==> src/rtl/mmio_pkg.sv <==
// Shared constants for the MMIO responder: register offsets, control/status
// bit positions and the timer state encoding.
package mmio_pkg;

  localparam int unsigned DATA_W = 32;
  localparam int unsigned OFS_W  = 6;

  // Byte offsets inside the 64-byte window
  localparam logic [OFS_W-1:0] OFS_LED    = 6'h00;
  localparam logic [OFS_W-1:0] OFS_CYCLE  = 6'h04;
  localparam logic [OFS_W-1:0] OFS_TLOAD  = 6'h08;
  localparam logic [OFS_W-1:0] OFS_TCTRL  = 6'h0C;
  localparam logic [OFS_W-1:0] OFS_TCOUNT = 6'h10;
  localparam logic [OFS_W-1:0] OFS_STATUS = 6'h14;

  localparam int unsigned TCTRL_EN_BIT       = 0;
  localparam int unsigned TCTRL_AUTO_BIT     = 1;
  localparam int unsigned STATUS_EXPIRED_BIT = 0;

  typedef enum logic [0:0] {
    T_IDLE = 1'b0,
    T_RUN  = 1'b1
  } timer_state_t;

endpackage

==> src/rtl/mmio_timer.sv <==
// Down-counting timer: TLOAD/TCTRL/TCOUNT registers, sticky EXPIRED flag and
// the IDLE/RUN state machine. Driven by decoded write strobes from the top.
module mmio_timer
  import mmio_pkg::*;
(
  input  logic              clk,
  input  logic              reset,
  input  logic [DATA_W-1:0] wdata,
  input  logic              tload_we,
  input  logic              tctrl_we,
  input  logic              status_we,
  output logic [DATA_W-1:0] tload,
  output logic [DATA_W-1:0] tctrl,
  output logic [DATA_W-1:0] tcount,
  output logic              expired
);

  timer_state_t      state_q, state_d;
  logic [DATA_W-1:0] tload_q;
  logic [DATA_W-1:0] tcount_q, tcount_d;
  logic              auto_q, auto_d;
  logic              expired_q, expired_d;
  logic              terminal;

  assign terminal = (state_q == T_RUN) && (tcount_q == '0);

  // State register
  always_ff @(posedge clk or negedge reset) begin
    if (!reset) state_q <= T_IDLE;
    else        state_q <= state_d;
  end

  // Next state: a TCTRL write overrides the terminal-count transition
  always_comb begin
    state_d = state_q;
    if (tctrl_we) begin
      state_d = wdata[TCTRL_EN_BIT] ? T_RUN : T_IDLE;
    end else if (terminal && !auto_q) begin
      state_d = T_IDLE;
    end
  end

  // Datapath next values; hardware expiry beats a same-cycle software clear
  always_comb begin
    tcount_d  = tcount_q;
    auto_d    = auto_q;
    expired_d = expired_q;
    if (status_we && wdata[STATUS_EXPIRED_BIT]) expired_d = 1'b0;
    if (terminal) expired_d = 1'b1;
    if (tctrl_we) begin
      auto_d = wdata[TCTRL_AUTO_BIT];
      if (wdata[TCTRL_EN_BIT]) tcount_d = tload_q;
    end else if (state_q == T_RUN) begin
      if (tcount_q != '0) tcount_d = tcount_q - DATA_W'(1);
      else if (auto_q)    tcount_d = tload_q;
    end
  end

  // Datapath registers
  always_ff @(posedge clk or negedge reset) begin
    if (!reset) begin
      tload_q   <= '0;
      tcount_q  <= '0;
      auto_q    <= 1'b0;
      expired_q <= 1'b0;
    end else begin
      if (tload_we) tload_q <= wdata;
      tcount_q  <= tcount_d;
      auto_q    <= auto_d;
      expired_q <= expired_d;
    end
  end

  // Register read-back words; EN mirrors the RUN state
  always_comb begin
    tctrl                 = '0;
    tctrl[TCTRL_EN_BIT]   = (state_q == T_RUN);
    tctrl[TCTRL_AUTO_BIT] = auto_q;
  end

  assign tload   = tload_q;
  assign tcount  = tcount_q;
  assign expired = expired_q;

endmodule

==> src/rtl/mmio_responder.sv <==
// Memory-mapped peripheral responder: 64-byte window with LED register,
// optional free-running cycle counter and a down-counting timer.
// Optional feature macro: MMIO_CYCLE_COUNTER_EN (implements the CYCLE register).
module mmio_responder
  import mmio_pkg::*;
#(
  parameter logic [31:0] BASE_ADDR = 32'hFFFF_0000,
  parameter int unsigned LED_WIDTH = 8
) (
  input  logic                 clk,
  input  logic                 reset,
  input  logic [31:0]          memoryAddress,
  input  logic [31:0]          writeData,
  input  logic                 memoryWriteEnable,
  output logic [31:0]          readData,
  output logic                 hit,
  output logic [LED_WIDTH-1:0] ledOut,
  output logic                 timerIrq
);

  logic [OFS_W-1:0]     offset;
  logic                 wr_en;
  logic [LED_WIDTH-1:0] led_q;
  logic [DATA_W-1:0]    cycle_val;
  logic [DATA_W-1:0]    tload, tctrl, tcount;
  logic [DATA_W-1:0]    status_word;
  logic                 expired;
  logic [1:0]           unused_addr_bits;

  assign hit              = (memoryAddress[31:6] == BASE_ADDR[31:6]);
  assign offset           = {memoryAddress[5:2], 2'b00};
  assign wr_en            = memoryWriteEnable && hit;
  assign unused_addr_bits = memoryAddress[1:0];

  // LED output register
  always_ff @(posedge clk or negedge reset) begin
    if (!reset) led_q <= '0;
    else if (wr_en && (offset == OFS_LED)) led_q <= writeData[LED_WIDTH-1:0];
  end

`ifdef MMIO_CYCLE_COUNTER_EN
  logic [DATA_W-1:0] cycle_q;

  // Free-running cycle counter, wraps naturally
  always_ff @(posedge clk or negedge reset) begin
    if (!reset) cycle_q <= '0;
    else        cycle_q <= cycle_q + DATA_W'(1);
  end

  assign cycle_val = cycle_q;
`else
  assign cycle_val = '0;
`endif

  mmio_timer u_timer (
    .clk       (clk),
    .reset     (reset),
    .wdata     (writeData),
    .tload_we  (wr_en && (offset == OFS_TLOAD)),
    .tctrl_we  (wr_en && (offset == OFS_TCTRL)),
    .status_we (wr_en && (offset == OFS_STATUS)),
    .tload     (tload),
    .tctrl     (tctrl),
    .tcount    (tcount),
    .expired   (expired)
  );

  // STATUS read-back word
  always_comb begin
    status_word                     = '0;
    status_word[STATUS_EXPIRED_BIT] = expired;
  end

  // Read mux: zero outside the window and for unmapped offsets
  always_comb begin
    readData = '0;
    if (hit) begin
      case (offset)
        OFS_LED:    readData = DATA_W'(led_q);
        OFS_CYCLE:  readData = cycle_val;
        OFS_TLOAD:  readData = tload;
        OFS_TCTRL:  readData = tctrl;
        OFS_TCOUNT: readData = tcount;
        OFS_STATUS: readData = status_word;
        default:    readData = '0;
      endcase
    end
  end

  assign ledOut   = led_q;
  assign timerIrq = expired;

endmodule

==> config.mk <==
export PLATFORM = sky130hd
export DESIGN_NAME = mmio_responder
export DESIGN_NICKNAME = d
export VERILOG_FILES = /design/src/rtl/mmio_pkg.sv /design/src/rtl/mmio_timer.sv /design/src/rtl/mmio_responder.sv
export SDC_FILE = /design/constraint.sdc
export NUM_CORES = 1
export LEC_CHECK = 0
export CELL_PAD_IN_SITES_DETAIL_PLACEMENT = 0
export CELL_PAD_IN_SITES_GLOBAL_PLACEMENT = 1
export CORE_MARGIN = 3
export CORE_UTILIZATION = 34
export DETAILED_ROUTE_END_ITERATION = 6
export GPL_ROUTABILITY_DRIVEN = 0
export PLACE_DENSITY_LB_ADDON = 0.08
export SETUP_SLACK_MARGIN = 0.05
export SLEW_MARGIN = 25
export SYNTH_ARGS = -nofsm -noshare
export SYNTH_HDL_FRONTEND = slang
export SYNTH_SLANG_ARGS = --single-unit
==> constraint.sdc <==
create_clock -name clk -period 2.3 [get_ports clk]
set_input_delay 0.23 -clock clk [delete_from_list [all_inputs] [get_ports clk]]
set_output_delay 0.23 -clock clk [all_outputs]
set_load 0.005 [all_outputs]
==> results.toml, run 1 <==
[outcome]
status = "finished with violations"
violations = "negative setup slack"

[timing]
worst_pin_slew_ps = 448
skew_ps = 5.74
slew_headroom_pct = 69.9
fin_crit_ps = 2330
grt_setup_unrepaired = "true"
finalWorstSetupSlack_ps = -29.9
hold_violations = 0
slew_viol_final = 0
setup_violations = 7
fmax_mhz = 429
finalCritPeriodShare_pct = 101

[route]
post-route-drc-count = 0
vias = 4735
routedWlPerCell_um = 18.6
first_pass_iters = 4
ant_nets = 0
vias_per_cell = 5.35
routed_wl_mm = 16.5
drtIter0Drc = 257

[placed_design]
pre_cts_ws_ps = -384
place.detailed.instances = 825
io_buffers = 106
place.detailed.hpwl_mm = 10.2

[floorplanning]
fp.dieH_um = 120
die_x_um = 120
core_sq_um = 12700
dieArea_sq_um = 14500
rows = 41
start_util_pct = 35.0
io_pins = 109

[cts]
root_buffer = "clkbuf_16"
h-tree-depth = 3
cts.path.max_buffers = 2
clock_latency_ps = 350
cts_tree = "done"
cts_num_sinks = 75
cts_made_buffers = 9
clk_pin_slew_ps = 60

[synth]
synthAdderAreaFrac_pct = 0.562
async_flop_share_pct = 100
synth_top_cell_by_area = "dfrtp_1"
synthTopCellsByArea = "dfrtp_1 (42%), mux2_2 (10%), a22oi_1 (7.4%)"
synth_common_cells = "dfrtp_1 (75), nor2_1 (49), a22oi_1 (44)"
synth_top_family_by_area = "compound AO/OA/AOI/OAI gates"
synth_top_area_share_pct = 42.2
synth-simple-area-share_pct = 18.3
ys_ff_latch = 75
synth_xor_area_share_pct = 0
yosysSeqAreaShare_pct = 42.2
synthMuxAreaShare_pct = 12.1
synth_edf_count = 0
syn_inst = 483
yosysWarningCount = 0
syn_nets = 552
yosys_most_used_dff = "dfrtp_1"
postSynthAreaPerCell_sq_um = 9.21
synth_compound_area_share_pct = 21.4
yosysMostFrequentCell = "dfrtp_1"
syn_area_sq_um = 4450
yosysUniqueCellTypes = 47

[min_path]
holdCritPathClass = "in2async"

[global_routing]
grt-ovfl-total = 0
grt_pass1_vias = 4698
grt_use_total_pct = 20.7
antenna_found_initial = 0
grt_max_degree = 51
grt_pass1_wl_mm = 24.1

[layout]
layout-drive-gt1-share_pct = 40.7
area_growth_pct = 74.0
n_antenna_cell = 0
finalNetCount = 777
fin_cells = 885

[setup_path]
timing.rr.end = "u_timer.tcount[27]"
path_class = "reg2reg"
cp-start-kind = "flip-flop"
r2r_slack_ps = -30
cp.arrival_ps = 2560
end_kind = "flip-flop"
required_ps = 2530
reg2reg_from = "u_timer.tcount[25]"
r2r_cells = 9
cp_max_fo = 7

[power]
p_leak_nw = 3.64
cellPowerDensity_nw_per_um2 = 387
vdd_ir_drop_max_uv = 295

[job]
max_cap_violations = 0
-- cells in the final DEF, fill, tap and decap left out, types with 6 or more instances in the layout --
cell type        instances
dlymetal6s2s_1          13
mux2_2                  39
o21ai_2                 10
nand2_1                 35
dfrtp_1                 75
buf_12                  11
a22oi_1                 40
nand3_1                 12
clkdlybuf4s50_1         50
clkbuf_16               16
inv_1                   16
a21oi_1                 21
clkdlybuf4s15_1         11
nor2_1                  40
nand4_1                 15
buf_6                   16
nor2_2                   6
mux2i_1                  9
a21oi_2                 10
buf_4                  104
nor3_1                  12
clkbuf_2                 8
dlygate4sd2_1           20
o21ai_1                  8
o22a_1                   8
-- kinds of logic (layout without fill, tap and decap cells) --
family | Yosys count | count (layout)
AO/OA/AOI/OAI | 141 | 141
multiplexers | 49 | 49
buffers and inverters | 54 | 284
adder cells (fa/ha/maj) | 2 | 2
AND/OR/NAND/NOR | 162 | 162
flip-flops | 75 | 75
-- where the power goes --
| group | leakage (nW) | internal (mW) | switching (mW) |
|---|---|---|---|
| registers | 1.04 | 1.32 | 0.0000000479 |
| clock network | 0.142 | 0.875 | 0.611 |
| logic | 2.45 | 0.116 | 0.0774 |
-- per-layer routing --
layer / vias up / global-route usage [%] / share of wire (%)
met4: 0 / 6.66 / 0.97
met3: 15 / 4.77 / 5.6
met1: 2340 / 27.5 / 46
met2: 115 / 33.6 / 48
met5: - / 0 / 0
li1: 2265 / - / -
-- what timing repair did --
action	4_1_cts	5_1_grt
resized for setup	99	138
cloned	4	9
setup endpoints to repair	62	56
pin swaps	21	36
buffers inserted	8	22
endpoints found under the hold margin	25	0
hold buffers	1	0
-- layout make-up --
type | instances | area, sq um
Tap cell | 172 | 215
Fill cell | 1091 | 4980
Multi-Input combinational cell | 354 | 2790
Inverter | 19 | 73.8
Clock buffer | 11 | 243
Clock inverter | 5 | 62.6
Timing Repair Buffer | 249 | 2480
Sequential cell | 75 | 1880
-- how the worst max path moves through the flow --
| stage | startpoint | depth (start not counted) | to |
|---|---|---|---|
| floorplan | u_timer.tcount[0] | 11 | u_timer.tcount[5] |
| global placement | memoryAddress[26] | 10 | u_timer.tcount[24] |
| detailed placement | memoryAddress[26] | 8 | u_timer.tcount[30] |
| CTS | memoryAddress[2] | 8 | readData[0] |
| global route | u_timer.tcount[6] | 9 | u_timer.tcount[23] |
| finish | u_timer.tcount[25] | 9 | u_timer.tcount[27] |
-- registers in the layout, indices dropped and copies added (netlist names) --
| signal | flops |
|---|---|
| u_timer.tcount | 32 |
| u_timer.tload | 32 |
| u_timer.auto_q | 1 |
| u_timer.state_q | 1 |
| ledOut | 8 |
| u_timer.expired | 1 |
-- through the flow --
stage                     setup TNS, ps  cell area [sq um]  util (%)  total power [mW]  hold WS [ps]
final                              -115               7740      60.9              3.00           338
after global routing              -1250               7740      60.9              3.09           381
after CTS                          -265               7010      55.1              3.01           347
after detailed placement         -17630               6370      50.1              1.54           172
after global placement           -17760               6370      50.1              1.53           171
after floorplan                       0               4460         -              1.37         -65.6
-- critical path: stages, from the launching register on --
cell	delay (ps)
dfrtp_1	420
buf_4	150
nor2_1	160
nand2_1	120
or4_4	580
and2_4	240
buf_12	160
buf_16	140
o22ai_2	160
a2bb2oi_2	70
Note: power is estimated with default switching activity, not from simulation.
==> run 2: changes to the inputs <==
--- a/config.mk
+++ b/config.mk
@@ -5,10 +5,8 @@
 export SDC_FILE = /design/constraint.sdc
 export NUM_CORES = 1
 export LEC_CHECK = 0
-export CELL_PAD_IN_SITES_DETAIL_PLACEMENT = 0
-export CELL_PAD_IN_SITES_GLOBAL_PLACEMENT = 1
 export CORE_MARGIN = 3
-export CORE_UTILIZATION = 34
+export CORE_UTILIZATION = 45
 export DETAILED_ROUTE_END_ITERATION = 6
 export GPL_ROUTABILITY_DRIVEN = 0
 export PLACE_DENSITY_LB_ADDON = 0.08
==> run 2 against run 1 <==
Clock skew up 6.0 ps. The run still ends with negative setup slack left. Final cell count is 7.7% lower. Clock-buffer cell count decreased by 2. Critical path depth fell by 1. Wire length down 0.69%. Utilization is 17 points higher. Clock power decreased by 38%. Highest routed layer unchanged. Flip-flop and latch count unchanged. Non-clock buffer count is 24 lower. Via count grew 4.2%. First-iteration DRC count rose by 61%. Largest cell class unchanged. Power is 19% lower.
==> results.toml, run 2 (same netlist as run 1, synthesis figures left out) <==
[setup_path]
cp_max_fo = 11
path_class = "reg2reg"
critPathTopFamily = "simple AND/OR/NAND/NOR gates"
r2r_cells = 8
path_depth = 8
cp.arrival_ps = 2780
cp_cell_sequence = "buf_4, nor3_1, nand4_1, or4_4, and2_4, buf_12, a31oi_1, o22a_1"
max_stage_delay_ps = 590
cp-start-kind = "flip-flop"
required_ps = 2600
end_kind = "flip-flop"
critPathSlowestCell = "or4_4"
critPathBufInv = 2

[cts]
clk_pin_slew_ps = 90
cts_num_sinks = 75
clock_latency_ps = 370
cts.path.max_buffers = 2
cts_tree = "done"
root_buffer = "clkbuf_8"
cts_made_buffers = 9
h-tree-depth = 3

[power]
vdd_ir_drop_max_uv = 273
cellPowerDensity_nw_per_um2 = 334
p_leak_nw = 3.37

[timing]
slew_headroom_pct = 48.6
finalCritPeriodShare_pct = 108
fin_crit_ps = 2480
slew_viol_final = 0
finalWorstSetupSlack_ps = -182
totalNegativeSetupSlack_ps = -786
skew_ps = 11.7
grt_setup_unrepaired = "true"
fmax_mhz = 403
setup_violations = 21
hold_violations = 0
worst_pin_slew_ps = 771

[layout]
layout.area.seq_sq_um = 1880
post-route-util_pct = 77.5
n_antenna_cell = 0
num-fill-cells = 627
mostFrequentLayoutCells = "buf_4 (88), dfrtp_1 (75), clkdlybuf4s50_1 (65), nor2_1 (39), mux2_2 (39)"
layout_commonest_cell = "buf_4"
layout-drive-gt1-share_pct = 42.6
finalNetCount = 753
area_growth_pct = 64.0
multi_input_area_sq_um = 2870
fin_area_sq_um = 7300

[placed_design]
pre_cts_ws_ps = -372
placed_cell_area_sq_um = 6250
io_buffers = 106
place.detailed.hpwl_mm = 9.70

[global_routing]
grt-ovfl-total = 0
antenna_found_initial = 0
grt_max_degree = 34
grt_pass1_vias = 4705
grt_pass1_wl_mm = 22.7
grt_use_total_pct = 24.7

[floorplanning]
core_sq_um = 9420
die_x_um = 105
start_util_pct = 47.3
fp.dieH_um = 105
dieArea_sq_um = 11100
rows = 35
io_pins = 109

[min_path]
holdCritPathClass = "in2async"

[route]
routedWlPerCell_um = 20.0
vias = 4935
met2WireLength_mm = 8.43
vias_per_cell = 6.04
top_layer = "met4"
post-route-drc-count = 0
first_pass_iters = 5
routed_wl_mm = 16.3
wl_met3_mm = 1.15
met1_length_mm = 6.30
drtIter0Drc = 415
ant_nets = 0

[job]
max_cap_violations = 0

[outcome]
status = "finished with violations"
violations = "negative setup slack"
run 2: cell types whose count changed in the layout (fill, tap and decap cells not counted), moves of 6 or more:
cell / change
clkbuf_2: +12
clkbuf_8: +8
clkdlybuf4s50_1: +15
dlygate4sd2_1: -20
buf_4: -16
clkbuf_16: -8
o21ai_0: +6
run 2: per-layer routing:
layer | GRT usage [%] | vias up
met5 | 0 | -
met4 | 6.65 | 0
met3 | 5.27 | 51
met2 | 42.3 | 252
met1 | 31.6 | 2419
li1 | - | 2213
run 2: worst register-to-register path, cell delays in order (launching register included):
cell	delay [ps]
dfrtp_1	430
buf_4	200
nor3_1	180
nand4_1	140
or4_4	590
and2_4	220
buf_12	170
a31oi_1	270
o22a_1	230
run 2: path summary, 6_finish.rpt:
check,end,startpoint,slack [ps]
worst max-delay path,u_timer.tcount[3],u_timer.tcount[4],-180
worst min-delay path,ledOut[0],reset,470
worst max register to register,u_timer.tcount[3],u_timer.tcount[4],-180
worst min register to register,u_timer.expired,u_timer.expired,530
max in group asynchronous,u_timer.tload[1],reset,1110
min in group clk,u_timer.tload[16],writeData[16],470
run 2: power breakdown:
group | internal [mW] | switching (mW)
registers | 1.32 | 0.0000000536
logic | 0.119 | 0.0762
clock network | 0.387 | 0.539
total | 1.82 | 0.615
run 2: area by class of cell:
class / count / share of cell area [%]
repair buffers: 225 / 29.3
inverters: 19 / 1.08
clock buffers: 9 / 1.70
clock inverters: 6 / 0.583
flip-flops and latches: 75 / 25.7
multi-input cells: 354 / 39.4
well taps: 129 / 2.21
run 2: what timing repair did:
action	CTS	global route
cloned	0	10
endpoints found under the setup margin	63	64
hold endpoints to repair	29	0
resized for setup	69	180
pin swaps	3	30
buffers inserted	5	10
hold buffers	1	0
run 2: per-stage QoR:
step	power, mW	std cells	hold WS [ps]
final	2.44	817	469
after global routing	2.53	817	464
after CTS	2.44	797	468
after detailed placement	1.53	776	350
after global placement	1.53	776	346
after floorplan	1.37	483	-65.6
